### config.mk
export PLATFORM = sky130hd
export DESIGN_NAME = mag_envelope_gate
export DESIGN_NICKNAME = d
export VERILOG_FILES = /design/src/rtl/mag_envelope_gate.sv
export SDC_FILE = /design/constraint.sdc
export NUM_CORES = 1
export LEC_CHECK = 0
export ABC_AREA = 1
export BUFFER_PORTS_ARGS = -buffer_cell sky130_fd_sc_hd__buf_4
export CAP_MARGIN = 20
export CORE_MARGIN = 10
export CORE_UTILIZATION = 59
export CTS_BUF_LIST = sky130_fd_sc_hd__clkbuf_4
export DETAILED_ROUTE_END_ITERATION = 12
export GPL_TIMING_DRIVEN = 0
export PLACE_DENSITY = 0.87
export RECOVER_POWER = 50
export SYNTH_ARGS = -nofsm -noshare
export SYNTH_HDL_FRONTEND = slang
export SYNTH_SLANG_ARGS = --single-unit
### constraint.sdc
create_clock -name aclk -period 9.8 [get_ports aclk]
set_input_delay 0.49 -clock aclk [delete_from_list [all_inputs] [get_ports aclk]]
set_output_delay 0.49 -clock aclk [all_outputs]
set_load 0.01 [all_outputs]
### src/rtl/mag_envelope_gate.sv
// Envelope smoother and hysteretic signal-present gate for CORDIC mag/phase beats.
// Ports: aclk/aresetn, clear, config (alpha_shift, thresh_hi/lo, hold_len),
//   AXI-S in (i_t*), AXI-S out (o_t*: {avg, raw}, tuser=gate), gate + strobes.
//   Optional macro PEAK_HOLD_EN adds peak (out 16) and peak_clr (in 1).
module mag_envelope_gate #(
    parameter int FRAC_BITS = 8,
    parameter int CNT_W     = 16
) (
    input  logic             aclk,
    input  logic             aresetn,
    input  logic             clear,
    input  logic [3:0]       alpha_shift,
    input  logic [15:0]      thresh_hi,
    input  logic [15:0]      thresh_lo,
    input  logic [CNT_W-1:0] hold_len,
    input  logic [31:0]      i_tdata,
    input  logic             i_tlast,
    input  logic             i_tvalid,
    output logic             i_tready,
    output logic [31:0]      o_tdata,
    output logic             o_tuser,
    output logic             o_tlast,
    output logic             o_tvalid,
    input  logic             o_tready,
`ifdef PEAK_HOLD_EN
    output logic [15:0]      peak,
    input  logic             peak_clr,
`endif
    output logic             gate,
    output logic             gate_open_stb,
    output logic             gate_close_stb
);

    localparam int ACC_W = 16 + FRAC_BITS;

    localparam logic [0:0] ST_CLOSED = 1'b0;
    localparam logic [0:0] ST_OPEN   = 1'b1;

    logic [ACC_W-1:0] acc;
    logic [0:0]       state;
    logic [CNT_W-1:0] cnt;

    logic                    accept;
    logic [ACC_W-1:0]        acc_base;
    logic [0:0]              st_base;
    logic [CNT_W-1:0]        cnt_base;
    logic [ACC_W-1:0]        mag_ext;
    logic signed [ACC_W:0]   diff;
    logic signed [ACC_W:0]   step;
    logic [ACC_W-1:0]        acc_nxt;
    logic [15:0]             avg;
    logic [CNT_W-1:0]        hold_eff;
    logic                    hit;
    logic [CNT_W-1:0]        cnt_upd;
    logic                    flip;
    logic [0:0]              st_nxt;
    logic [CNT_W-1:0]        cnt_nxt;
    logic                    unused_phase;

    assign unused_phase = ^i_tdata[31:16];
    assign i_tready     = ~o_tvalid | o_tready;
    assign accept       = i_tvalid & i_tready;
    assign gate         = (state == ST_OPEN);

    always_comb begin
        // A coincident clear makes this sample the first one after clearing.
        acc_base = clear ? '0 : acc;
        st_base  = clear ? ST_CLOSED : state;
        cnt_base = clear ? '0 : cnt;
        mag_ext  = {i_tdata[15:0], {FRAC_BITS{1'b0}}};
        diff     = $signed({1'b0, mag_ext}) - $signed({1'b0, acc_base});
        step     = diff >>> alpha_shift;
        acc_nxt  = ACC_W'($signed({1'b0, acc_base}) + step);
        avg      = acc_nxt[ACC_W-1:FRAC_BITS];
        hold_eff = (hold_len == '0) ? CNT_W'(1) : hold_len;
        hit      = (st_base == ST_OPEN) ? (avg < thresh_lo)
                                        : (avg >= thresh_hi);
        cnt_upd  = '0;
        if (hit)
            cnt_upd = (&cnt_base) ? cnt_base : cnt_base + CNT_W'(1);
        flip     = (cnt_upd >= hold_eff);
        st_nxt   = flip ? ~st_base : st_base;
        cnt_nxt  = flip ? '0 : cnt_upd;
    end

    always_ff @(posedge aclk or negedge aresetn) begin
        if (!aresetn) begin
            acc            <= '0;
            state          <= ST_CLOSED;
            cnt            <= '0;
            o_tvalid       <= 1'b0;
            o_tdata        <= '0;
            o_tuser        <= 1'b0;
            o_tlast        <= 1'b0;
            gate_open_stb  <= 1'b0;
            gate_close_stb <= 1'b0;
        end else begin
            gate_open_stb  <= 1'b0;
            gate_close_stb <= 1'b0;
            if (accept) begin
                acc            <= acc_nxt;
                state          <= st_nxt;
                cnt            <= cnt_nxt;
                o_tvalid       <= 1'b1;
                o_tdata        <= {avg, i_tdata[15:0]};
                o_tuser        <= (st_nxt == ST_OPEN);
                o_tlast        <= i_tlast;
                gate_open_stb  <= flip & (st_base == ST_CLOSED);
                gate_close_stb <= flip & (st_base == ST_OPEN);
            end else begin
                if (clear) begin
                    acc   <= '0;
                    state <= ST_CLOSED;
                    cnt   <= '0;
                end
                if (o_tready)
                    o_tvalid <= 1'b0;
            end
        end
    end

`ifdef PEAK_HOLD_EN
    logic        peak_rst;
    logic [15:0] peak_base;

    assign peak_rst  = clear | peak_clr;
    assign peak_base = peak_rst ? 16'd0 : peak;

    always_ff @(posedge aclk or negedge aresetn) begin
        if (!aresetn)
            peak <= '0;
        else if (accept)
            peak <= (avg > peak_base) ? avg : peak_base;
        else if (peak_rst)
            peak <= '0;
    end
`endif

endmodule

==> metrics.md, run 1 <==
| Metric | Value |
|---|---|
| Final Skew | `0.02334 ns` |
| HPWL after detailed placement | `22.75 mm` |
| Slowest CP cell | `sky130_fd_sc_hd__clkbuf_1` |
| Combinational Power Share | `65.9%` |
| Die W | `140.0 um` |
| Count of nets left with antenna violations after detail routing | `0` |
| Number of instances in the synthesized netlist | `1,311` |
| Starting DRT DRC Count | `841` |
| Final-layout setup total negative slack | `0 ns` |
| Clock latency at the later pin of the worst-skew pair | `0.48 ns` |
| Number of slew-limit violations in the final report | `79` |
| Final clock period utilization by the worst path | `91.20%` |
| Max-cap violation count | `1` |
| Power per unit of standard cell area | `213.8 nW/um^2` |
| Clock transition at the registers of the reported paths | `0.14 ns` |
| Worst Path Required | `10.22 ns` |
| Master cell of the clock root buffer | `sky130_fd_sc_hd__clkbuf_4` |
| Post-Place Worst Slack | `-0.3585 ns` |
| Post-Syn Nets | `1,495` |
| Final-report setup violation count | `0` |
| Global-route wire length before repair | `43.41 mm` |
| Nature of the critical path startpoint | `primary input` |
| Top-level port count | `129` |
| Clock tree from TritonCTS | `done` |
| Die height | `140.0 um` |
| Result of the run | `complete, but fails checks` |
| Detailed-route wire length | `27.21 mm` |
| Proportion of register bits with asynchronous set or reset after synthesis | `100.0%` |
| Hold Violations, Final | `0` |
| Core outline area | `13,990 sq um` |
| Biggest fanout along the worst timing path | `10` |
| Synthesis warning total | `0` |
| EDFF count, synth | `0` |
| Antenna violations before repair | `1` |
| Critical path buffer and inverter count | `10` |
| Worst min path class | `in -> reg` |
| Fmax | `111.9 MHz` |
| Highest cell delay on the worst timing path | `0.40 ns` |
| Total global-route track usage | `26.89%` |
| Starting utilization of the core area | `60.77%` |
| Maximum number of pins on one net before global-route repair | `79` |
| Critical Setup Path Class | `in -> reg` |
| Min Tclk post-route | `8.937 ns` |
| Switching power as a share of total power | `51.32%` |
| Fraction of the yosys area taken by sequential cells | `22.96%` |
| Worst slew slack as a fraction of its limit | `-182.7%` |
| Die outline area | `19,610 sq um` |
| Crit path top cell by count | `sky130_fd_sc_hd__nand2_1` |
| #FFs+latches synth | `78` |
| Static leakage power | `5.415 nW` |
| Final worst setup slack | `0.8626 ns` |
| Sequential fraction of design power | `21.6%` |
| Port-buffer cells | `110` |
| Fill cell total of the finished layout | `1,280` |
| Area growth from synthesis to final layout | `14.00%` |
| Unrepaired setup endpoints after global routing | `false` |
| Tightest Pin Transition | `4.241 ns` |
| Clock buffers created by TritonCTS | `9` |
| Peak supply drop | `0.0001027 V` |
| Area fraction of the dominant cell type after synthesis | `22.96%` |
| Family of cells with the greatest summed delay on the critical path | `simple AND/OR/NAND/NOR gates` |
| Number of H-tree levels | `3` |
| Share of cells above drive strength 1 | `12.02%` |
| Post-CTS Hold Buffers | `0` |
| GRT overflow | `0` |
| Cell variety after synth | `54` |
| Clock Tree Buf Depth | `2` |
| Violations in the final reports | `max-capacitance violations, max-slew violations` |
| Endpoint type of the worst setup path | `register` |
| Net load switching power | `1.064 mW` |
| Cell type contributing the most total cell area after synthesis | `sky130_fd_sc_hd__dfrtp_1` |
| Clock Power Share | `12.5%` |
| Worst Path Arrival | `9.36 ns` |
| Post-detailed-route DRC marker count | `0` |
| Internal power consumption | `1.009 mW` |
| Router iterations before antenna repair | `6` |
| Synth Cell Area | `8501 sq um` |
| Final net count | `1,618` |
| Clock tree sinks | `78` |
| Via count of the routed design | `9,162` |
| Number of global-route vias before repair | `8,765` |
| Most frequent cell after synthesis | `sky130_fd_sc_hd__nand2_1` |
| FP Rows | `43` |
| Average footprint of a synthesized cell | `6.484 sq um` |
| Via/cell ratio | `5.656` |
| Final estimated routing congestion in global placement | `1.012` |
| Ranking of synthesized cells by area | `sky130_fd_sc_hd__dfrtp_1, sky130_fd_sc_hd__nand2_1, sky130_fd_sc_hd__ha_1` |
| Dominant synthesized flop cell | `sky130_fd_sc_hd__dfrtp_1` |
| Post-DR wirelength/cell | `16.79 um` |
| Top cell types by occurrence after synthesis | `sky130_fd_sc_hd__nand2_1, sky130_fd_sc_hd__inv_1, sky130_fd_sc_hd__ha_1, sky130_fd_sc_hd__nand3_1, sky130_fd_sc_hd__nor2_1` |
-- routing by layer --
metal	track usage [%]	part of all wire [%]	vias to the layer above
met5	0	0	-
met4	12.83	4.2	0
met3	4.260	6.6	86
met2	44.79	47	337
met1	33.16	42	4199
li1	-	-	4540
-- worst paths after layout --
kind / start / endpoint / slack [ns] / depth (start not counted)
min reg2reg: o_tdata[12]$_DFFE_PN0P_ / o_tdata[12]$_DFFE_PN0P_ / 0.50 / 2
max in group asynchronous: aresetn / acc[20]$_DFF_PN0_ / 5.95 / 1
min: i_tlast / o_tlast$_DFFE_PN0P_ / 0.20 / 3
max: clear / cnt[6]$_DFF_PN0_ / 0.86 / 50
max reg2reg: acc[13]$_DFF_PN0_ / cnt[6]$_DFF_PN0_ / 1.27 / 48
min in group asynchronous: aresetn / o_tdata[22]$_DFFE_PN0P_ / 1.49 / 1
-- state kept, by name (all words and copies together) (netlist names) --
| register | flops |
|---|---|
| o_tlast | 1 |
| o_tvalid | 1 |
| acc | 24 |
| o_tuser | 1 |
| gate_close_stb | 1 |
| gate_open_stb | 1 |
| gate | 1 |
| o_tdata | 32 |
| cnt | 16 |
-- timing repair --
item	in CTS	in global routing
buffers inserted	0	2
resized for setup	0	5
endpoints found under the setup margin	0	20
-- metrics by stage --
| stage | area, sq um | hold slack, ns | cells | util (%) | power, mW |
|---|---|---|---|---|---|
| floorplan | 8501 | 0.1944 | 1311 | - | 1.371 |
| global placement | 9552 | 0.4649 | 1601 | 68.28 | 1.757 |
| detailed placement | 9552 | 0.4657 | 1601 | 68.28 | 1.795 |
| CTS | 9739 | 0.1903 | 1617 | 69.62 | 2.054 |
| global route | 9691 | 0.2073 | 1620 | 69.28 | 2.249 |
| finish | 9691 | 0.2000 | 1620 | 69.28 | 2.072 |
-- worst reg2reg max path, delay by kind of cell, from the launching register on --
| family | cells | cell delay, ns |
|---|---|---|
| fa+ha+maj | 5 | 1.50 |
| compound gates | 13 | 2.30 |
| simple gates | 21 | 2.88 |
| flops | 1 | 0.35 |
| buf+inv | 8 | 1.12 |
| xor+xnor | 1 | 0.35 |
-- logic make-up (layout without fill, tap and decap cells) --
kind of cell               after synthesis  count (layout)  synth area share, %
AOI/OAI and AO/OA                      198             198                12.95
xor gates and xnor gates                39              39                4.018
adders and majority gates               94              94                13.92
buffers and inverters                  240             368                11.14
DFF                                     78              78                22.96
muxes                                    2               2               0.2355
other                                    0               1                    0
and+or+nand+nor                        660             660                34.77
-- cell type report --
cell class                 instances  area (sq um)  share of cell area [%]
tap                              180         225.2                   2.324
clock buffer                       9         67.56                  0.6972
inverter                         201         757.0                   7.811
clock inverter                     7         120.1                   1.240
antenna                            1         2.502                 0.02582
sequential                        78          1952                   20.14
timing repair buffer             112         769.5                   7.941
buffer                            39         192.7                   1.988
multi-input combinational        993          5604                   57.83
-- power groups by stage --
stage                     Sequential (mW)  Combinational (mW)  Clock, mW
after global routing                0.457                1.52      0.270
after CTS                           0.447                1.35      0.258
after global placement              0.450                1.31          0
final                               0.448                1.37      0.258
after detailed placement            0.452                1.34          0
after floorplan                     0.466               0.905          0
-- layout by cell type, fill, tap and decap left out, types with 9 or more instances in the layout --
cell / instances
sky130_fd_sc_hd__inv_1: 195
sky130_fd_sc_hd__nand3_1: 90
sky130_fd_sc_hd__nand2_2: 9
sky130_fd_sc_hd__nor2_1: 78
sky130_fd_sc_hd__clkbuf_4: 9
sky130_fd_sc_hd__xnor2_1: 10
sky130_fd_sc_hd__xor2_1: 29
sky130_fd_sc_hd__clkbuf_1: 38
sky130_fd_sc_hd__buf_4: 93
sky130_fd_sc_hd__o21ai_0: 67
sky130_fd_sc_hd__nand4_1: 35
sky130_fd_sc_hd__ha_1: 93
sky130_fd_sc_hd__o21ai_1: 17
sky130_fd_sc_hd__nor3_1: 17
sky130_fd_sc_hd__a21oi_1: 75
sky130_fd_sc_hd__nand2_1: 387
sky130_fd_sc_hd__dfrtp_1: 78
Note: power is estimated with default switching activity, not from simulation.
==> inputs of run 2 (changes only) <==
CORE_UTILIZATION = 55   (was 59)
PLACE_DENSITY = 0.82   (was 0.87)
==> run 2 against run 1 <==
Net effect: the flow still finishes with violations (max-capacitance violations, max-slew violations); setup slack got worse by 0.13 ns; sequential power barely moved; routed wire length fell by 1.7%; register-to-register slack got worse by 0.06 ns; worst hold slack improved by 0.0086 ns; core utilization fell by 5.7 points; global-route usage fell by 1.2 points; via count fell by 0.79%; clock-buffer cell count did not move; critical path type unchanged; highest routed layer unchanged.
==> metrics.md, run 2 (synthesis results as in run 1) <==
| Metric | Value |
|---|---|
| Final Skew | `0.01541 ns` |
| Final-report setup violation count | `0` |
| Clock Power Share | `10.4%` |
| Number of global-route vias before repair | `8,567` |
| Max reg flops | `32` |
| Peak supply drop | `0.00009025 V` |
| Starting utilization of the core area | `55.92%` |
| Number of slew-limit violations in the final report | `81` |
| Clock tree sinks | `78` |
| Crit path top cell by count | `sky130_fd_sc_hd__nand2_1` |
| Post-DR wirelength/cell | `16.40 um` |
| Worst hold path depth | `3` |
| Unrepaired setup endpoints after global routing | `false` |
| Area growth from synthesis to final layout | `13.69%` |
| Hold Violations, Final | `0` |
| Global-route wire length before repair | `42.55 mm` |
| Post-layout total power | `2.004 mW` |
| Final net count | `1,620` |
| Highest cell delay on the worst timing path | `0.45 ns` |
| Starting DRT DRC Count | `888` |
| Power per unit of standard cell area | `207.4 nW/um^2` |
| Reg2Reg Setup Slack | `1.21 ns` |
| Router iterations before antenna repair | `7` |
| Endpoint type of the worst setup path | `register` |
| Placed Instance Area | `9562 sq um` |
| Tightest Pin Transition | `2.238 ns` |
| Final estimated routing congestion in global placement | `1.009` |
| Biggest fanout along the worst timing path | `10` |
| Net load switching power | `1.045 mW` |
| Switching power as a share of total power | `52.15%` |
| Number of H-tree levels | `3` |
| Result of the run | `complete, but fails checks` |
| Worst min path class | `in -> reg` |
| Total global-route track usage | `25.73%` |
| Clock tree from TritonCTS | `done` |
| Share of cells above drive strength 1 | `11.87%` |
| Number of standard cells in the final layout excluding fillers | `1,631` |
| Reg2reg start | `acc[13]$_DFF_PN0_` |
| Clock transition at the registers of the reported paths | `0.14 ns` |
| Final clock period utilization by the worst path | `92.54%` |
| R2R depth | `48` |
| Endpoint of the most critical register-to-register path | `cnt[6]$_DFF_PN0_` |
| Nature of the critical path startpoint | `primary input` |
| HPWL after detailed placement | `22.33 mm` |
| Via/cell ratio | `5.573` |
| Port-buffer cells | `110` |
| Critical Setup Path Class | `in -> reg` |
| Combinational Power Share | `67.2%` |
| Post-detailed-route DRC marker count | `0` |
| Fmax | `110.3 MHz` |
| Origin of the worst setup path | `clear` |
| Largest registers in the final layout | `o_tdata x32, acc x24, cnt x16` |
| Internal power consumption | `0.9589 mW` |
| Final-layout setup total negative slack | `0 ns` |
| FP Rows | `45` |
| Most common cell after layout, fill and taps aside | `sky130_fd_sc_hd__nand2_1` |
| Total instance count after detailed placement | `1,609` |
| Launch point of the worst hold path | `i_tlast` |
| Max-cap violation count | `2` |
| Antenna violations before repair | `2` |
| Sequential fraction of design power | `22.4%` |
| Hold Path End | `o_tlast$_DFFE_PN0P_` |
| Clock latency at the later pin of the worst-skew pair | `0.48 ns` |
| Worst Path Required | `10.22 ns` |
| Clock Tree Buf Depth | `2` |
| Count of nets left with antenna violations after detail routing | `0` |
| Commonest cells after routing, fill and taps aside | `sky130_fd_sc_hd__nand2_1, sky130_fd_sc_hd__inv_1, sky130_fd_sc_hd__ha_1` |
| GRT overflow | `0` |
| Via count of the routed design | `9,090` |
| Violations in the final reports | `max-capacitance violations, max-slew violations` |
| Detailed-route wire length | `26.75 mm` |
| Area of all placed cells without fillers | `9664 sq um` |
| Worst Path Arrival | `9.49 ns` |
| Clock buffers created by TritonCTS | `9` |
| Static leakage power | `5.389 nW` |
| Final Core Density | `63.57%` |
| Top-level port count | `129` |
| Die W | `144.3 um` |
| Worst slew slack as a fraction of its limit | `-49.19%` |
| Core outline area | `15,200 sq um` |
| Die outline area | `20,830 sq um` |
| Maximum number of pins on one net before global-route repair | `79` |
| Largest register by flop count | `o_tdata` |
| Die height | `144.3 um` |
| Slowest CP cell | `sky130_fd_sc_hd__a2111oi_0` |
| Master cell of the clock root buffer | `sky130_fd_sc_hd__clkbuf_4` |
| Min Tclk post-route | `9.069 ns` |
-- run 2: changes by cell type in the layout (fill, tap and decap cells not counted) --
cell	previous run	this run
sky130_fd_sc_hd__buf_4	93	92
sky130_fd_sc_hd__bufinv_16	3	1
sky130_fd_sc_hd__clkbuf_1	38	40
sky130_fd_sc_hd__clkinv_1	0	1
sky130_fd_sc_hd__clkinvlp_4	1	2
sky130_fd_sc_hd__diode_2	1	2
sky130_fd_sc_hd__dlygate4sd3_1	0	1
-- run 2: worst max-delay path, delay by kind of cell --
family | cells | cell delay [ns]
compound gates | 16 | 3.06
xor+xnor | 1 | 0.18
fa+ha+maj | 5 | 1.40
buf+inv | 9 | 1.99
simple gates | 16 | 2.31
-- run 2: power by group through the flow --
stage	sequential (mW)	clock (mW)	combinational, mW
global route	0.456	0.226	1.51
finish	0.448	0.208	1.35
floorplan	0.466	0	0.905
CTS	0.448	0.209	1.33
detailed placement	0.454	0	1.32
global placement	0.450	0	1.30
-- run 2: stage by stage --
step	setup slack [ns]	hold slack, ns
after floorplan	1.975	0.1944
after global placement	-0.2310	0.4630
after detailed placement	-0.4779	0.4681
after CTS	0.2415	0.1921
after global routing	0.09070	0.1828
final	0.7313	0.2085
-- run 2: worst max-delay path by stage --
stage / endpoint / slack (ns) / cells after the start
detailed placement: cnt[6]$_DFF_PN0_ / -0.48 / 48
CTS: cnt[6]$_DFF_PN0_ / 0.24 / 48
floorplan: cnt[11]$_DFF_PN0_ / 1.98 / 47
global route: cnt[8]$_DFF_PN0_ / 0.09 / 49
global placement: cnt[6]$_DFF_PN0_ / -0.23 / 49
finish: cnt[6]$_DFF_PN0_ / 0.73 / 47
-- run 2: layout make-up --
class                           count  area (sq um)
Multi-Input combinational cell    993          5604
Tap cell                          188         235.2
Clock inverter                      7         71.32
Antenna cell                        2         5.005
Sequential cell                    78          1952
Fill cell                        1468          5538
Clock buffer                        9         67.56
Timing Repair Buffer              114         779.5
Inverter                          201         757.0
Buffer                             39         192.7
-- run 2: layer usage --
layer | vias to the layer above | global-route usage, % | part of all wire [%]
li1 | 4526 | - | -
met1 | 4170 | 33.15 | 44
met2 | 342 | 42.59 | 47
met3 | 52 | 3.969 | 6.3
met4 | 0 | 9.309 | 2.7
met5 | - | 0 | 0
-- run 2: repair_timing --
action,in CTS,in global routing
gates cloned,0,0
buffers inserted,0,2
gates resized for setup,1,3
endpoints found under the setup margin,2,18
hold buffers,0,1
pin swaps,0,1
hold endpoints to repair,0,37
==> inputs of run 3 (changes only) <==
CAP_MARGIN = default   (was 20)
RECOVER_POWER = 25   (was 50)
clock period = 9.4 ns   (was 9.8 ns; I/O delays follow)
==> run 3 against run 2 <==
Net effect: the run still ends with max-capacitance violations, max-slew violations left; via count barely moved; sequential share of layout area fell by 0.12 points; clock-buffer cell count did not move; critical path depth rose by 2; largest cell class unchanged.
==> metrics.md, run 3 (synthesis results as in run 1) <==
| Metric | Value |
|---|---|
| Result of the run | `complete, but fails checks` |
| Violations in the final reports | `max-capacitance violations, max-slew violations` |
| Hold Worst Slack | `0.1768 ns` |
| Clock transition at the registers of the reported paths | `0.14 ns` |
| Router iterations before antenna repair | `5` |
| Final Core Density | `63.95%` |
| Unrepaired setup endpoints after global routing | `false` |
| Via count of the routed design | `9,096` |
| Die outline area | `20,830 sq um` |
| Worst Path Required | `9.83 ns` |
| Nature of the critical path startpoint | `primary input` |
| Post-Place Worst Slack | `-0.8579 ns` |
| Antenna violations before repair | `2` |
| Sequential fraction of design power | `22.2%` |
| Internal power consumption | `1.007 mW` |
| Final Skew | `0.01616 ns` |
| Master cell of the clock root buffer | `sky130_fd_sc_hd__clkbuf_4` |
| Largest registers in the final layout | `o_tdata x32, acc x24, cnt x16` |
| Count of nets left with antenna violations after detail routing | `0` |
| Top-level port count | `129` |
| Fill cell total of the finished layout | `1,450` |
| Highest cell delay on the worst timing path | `0.40 ns` |
| Clock Tree Buf Depth | `2` |
| Hold Violations, Final | `0` |
| Post-detailed-route DRC marker count | `0` |
| Worst slew slack as a fraction of its limit | `-183.0%` |
| Post-layout total power | `2.103 mW` |
| Clock tree from TritonCTS | `done` |
| Maximum number of pins on one net before global-route repair | `79` |
| HPWL after detailed placement | `22.33 mm` |
| Clock buffers created by TritonCTS | `9` |
| Worst Path Arrival | `9.13 ns` |
| Final-report setup violation count | `0` |
| Post-DR wirelength/cell | `16.45 um` |
| Commonest cells after routing, fill and taps aside | `sky130_fd_sc_hd__nand2_1, sky130_fd_sc_hd__inv_1, sky130_fd_sc_hd__buf_4` |
| Crit path top cell by count | `sky130_fd_sc_hd__nand2_1` |
| Switching power as a share of total power | `52.10%` |
| Final-layout setup total negative slack | `0 ns` |
| Area growth from synthesis to final layout | `14.37%` |
| Starting DRT DRC Count | `752` |
| Final estimated routing congestion in global placement | `1.009` |
| Via/cell ratio | `5.587` |
| Critical Setup Path Class | `in -> reg` |
| Min Tclk post-route | `8.698 ns` |
| Static leakage power | `5.456 nW` |
| Worst min path class | `in -> reg` |
| Clock tree sinks | `78` |
| Peak supply drop | `0.00009244 V` |
| Number of global-route vias before repair | `8,584` |
| Tightest Pin Transition | `4.244 ns` |
| Most common cell after layout, fill and taps aside | `sky130_fd_sc_hd__nand2_1` |
| Final net count | `1,617` |
| Detailed-route wire length | `26.78 mm` |
| Final worst setup slack | `0.7023 ns` |
| Final clock period utilization by the worst path | `92.53%` |
| Max-cap violation count | `1` |
| GRT overflow | `0` |
| Total global-route track usage | `25.78%` |
| Die W | `144.3 um` |
| Number of slew-limit violations in the final report | `79` |
| Share of cells above drive strength 1 | `13.21%` |
| Clock Power Share | `10.4%` |
| Slowest CP cell | `sky130_fd_sc_hd__ha_1` |
| Starting utilization of the core area | `55.92%` |
| Global-route wire length before repair | `42.64 mm` |
| Port-buffer cells | `110` |
| Largest register by flop count | `o_tdata` |
| Endpoint type of the worst setup path | `register` |
| Number of H-tree levels | `3` |
| Fmax | `115.0 MHz` |
| Core outline area | `15,200 sq um` |
| Combinational Power Share | `67.4%` |
| Net load switching power | `1.096 mW` |
| Post-CTS Hold Buffers | `0` |
| Die height | `144.3 um` |
| FP Rows | `45` |
| Max reg flops | `32` |
| Biggest fanout along the worst timing path | `10` |
| Clock latency at the later pin of the worst-skew pair | `0.49 ns` |
| Power per unit of standard cell area | `216.3 nW/um^2` |
## run 3: timing repair
action | in CTS | in global routing
endpoints found under the setup margin | 10 | 18
pin swaps | 1 | 0
buffers inserted | 1 | 0
gates resized for setup | 1 | 8
hold endpoints to repair | 0 | 0
## run 3: power by group through the flow
stage	clock (mW)	combinational, mW	sequential (mW)
2_1_floorplan	0	0.943	0.486
3_3_place_gp	0	1.35	0.469
3_5_place_dp	0	1.38	0.473
4_1_cts	0.217	1.39	0.467
5_1_grt	0.236	1.58	0.476
6_report	0.219	1.42	0.467
## run 3: worst max-delay path: cells and delay by family
family / cells / cell delay, ns
AO/OA/AOI/OAI: 13 / 2.25
XOR/XNOR: 1 / 0.26
adder cells (fa/ha/maj): 5 / 1.52
buffers and inverters: 9 / 1.50
AND/OR/NAND/NOR: 21 / 3.08
## run 3: layout make-up
class	count	area, sq um	share of cell area, %
diodes	2	5.005	0.05148
flip-flops and latches	78	1952	20.08
inverters	201	757.0	7.786
clock inverters	7	71.32	0.7336
clock buffers	9	67.56	0.6950
multi-input cells	993	5610	57.71
well taps	188	235.2	2.420
plain buffers	39	193.9	1.995
repair buffers	111	829.5	8.533
## run 3: path summary, 6_finish.rpt
path	start	slack [ns]	depth (start not counted)	endpoint
max	clear	0.70	49	cnt[6]$_DFF_PN0_
min	i_tlast	0.18	3	o_tlast$_DFFE_PN0P_
max reg2reg	acc[13]$_DFF_PN0_	1.03	47	cnt[6]$_DFF_PN0_
min reg2reg	o_tdata[9]$_DFFE_PN0P_	0.50	2	o_tdata[9]$_DFFE_PN0P_
max in group asynchronous	aresetn	5.58	1	o_tdata[8]$_DFFE_PN0P_
min in group asynchronous	aresetn	1.45	1	o_tdata[29]$_DFFE_PN0P_
## run 3: metrics by stage
step	instances	cell area, sq um
after detailed placement	1609	9562
after global routing	1628	9722
after floorplan	1311	8501
after CTS	1626	9709
after global placement	1609	9562
final	1628	9722
## run 3: per-layer routing
metal / vias to the layer above / wire (um) / global-route usage (%)
li1: 4528 / - / -
met3: 64 / 1740 / 4.067
met4: 0 / 818 / 9.681
met1: 4169 / 11620 / 33.19
met5: - / 0 / 0
met2: 335 / 12600 / 42.50
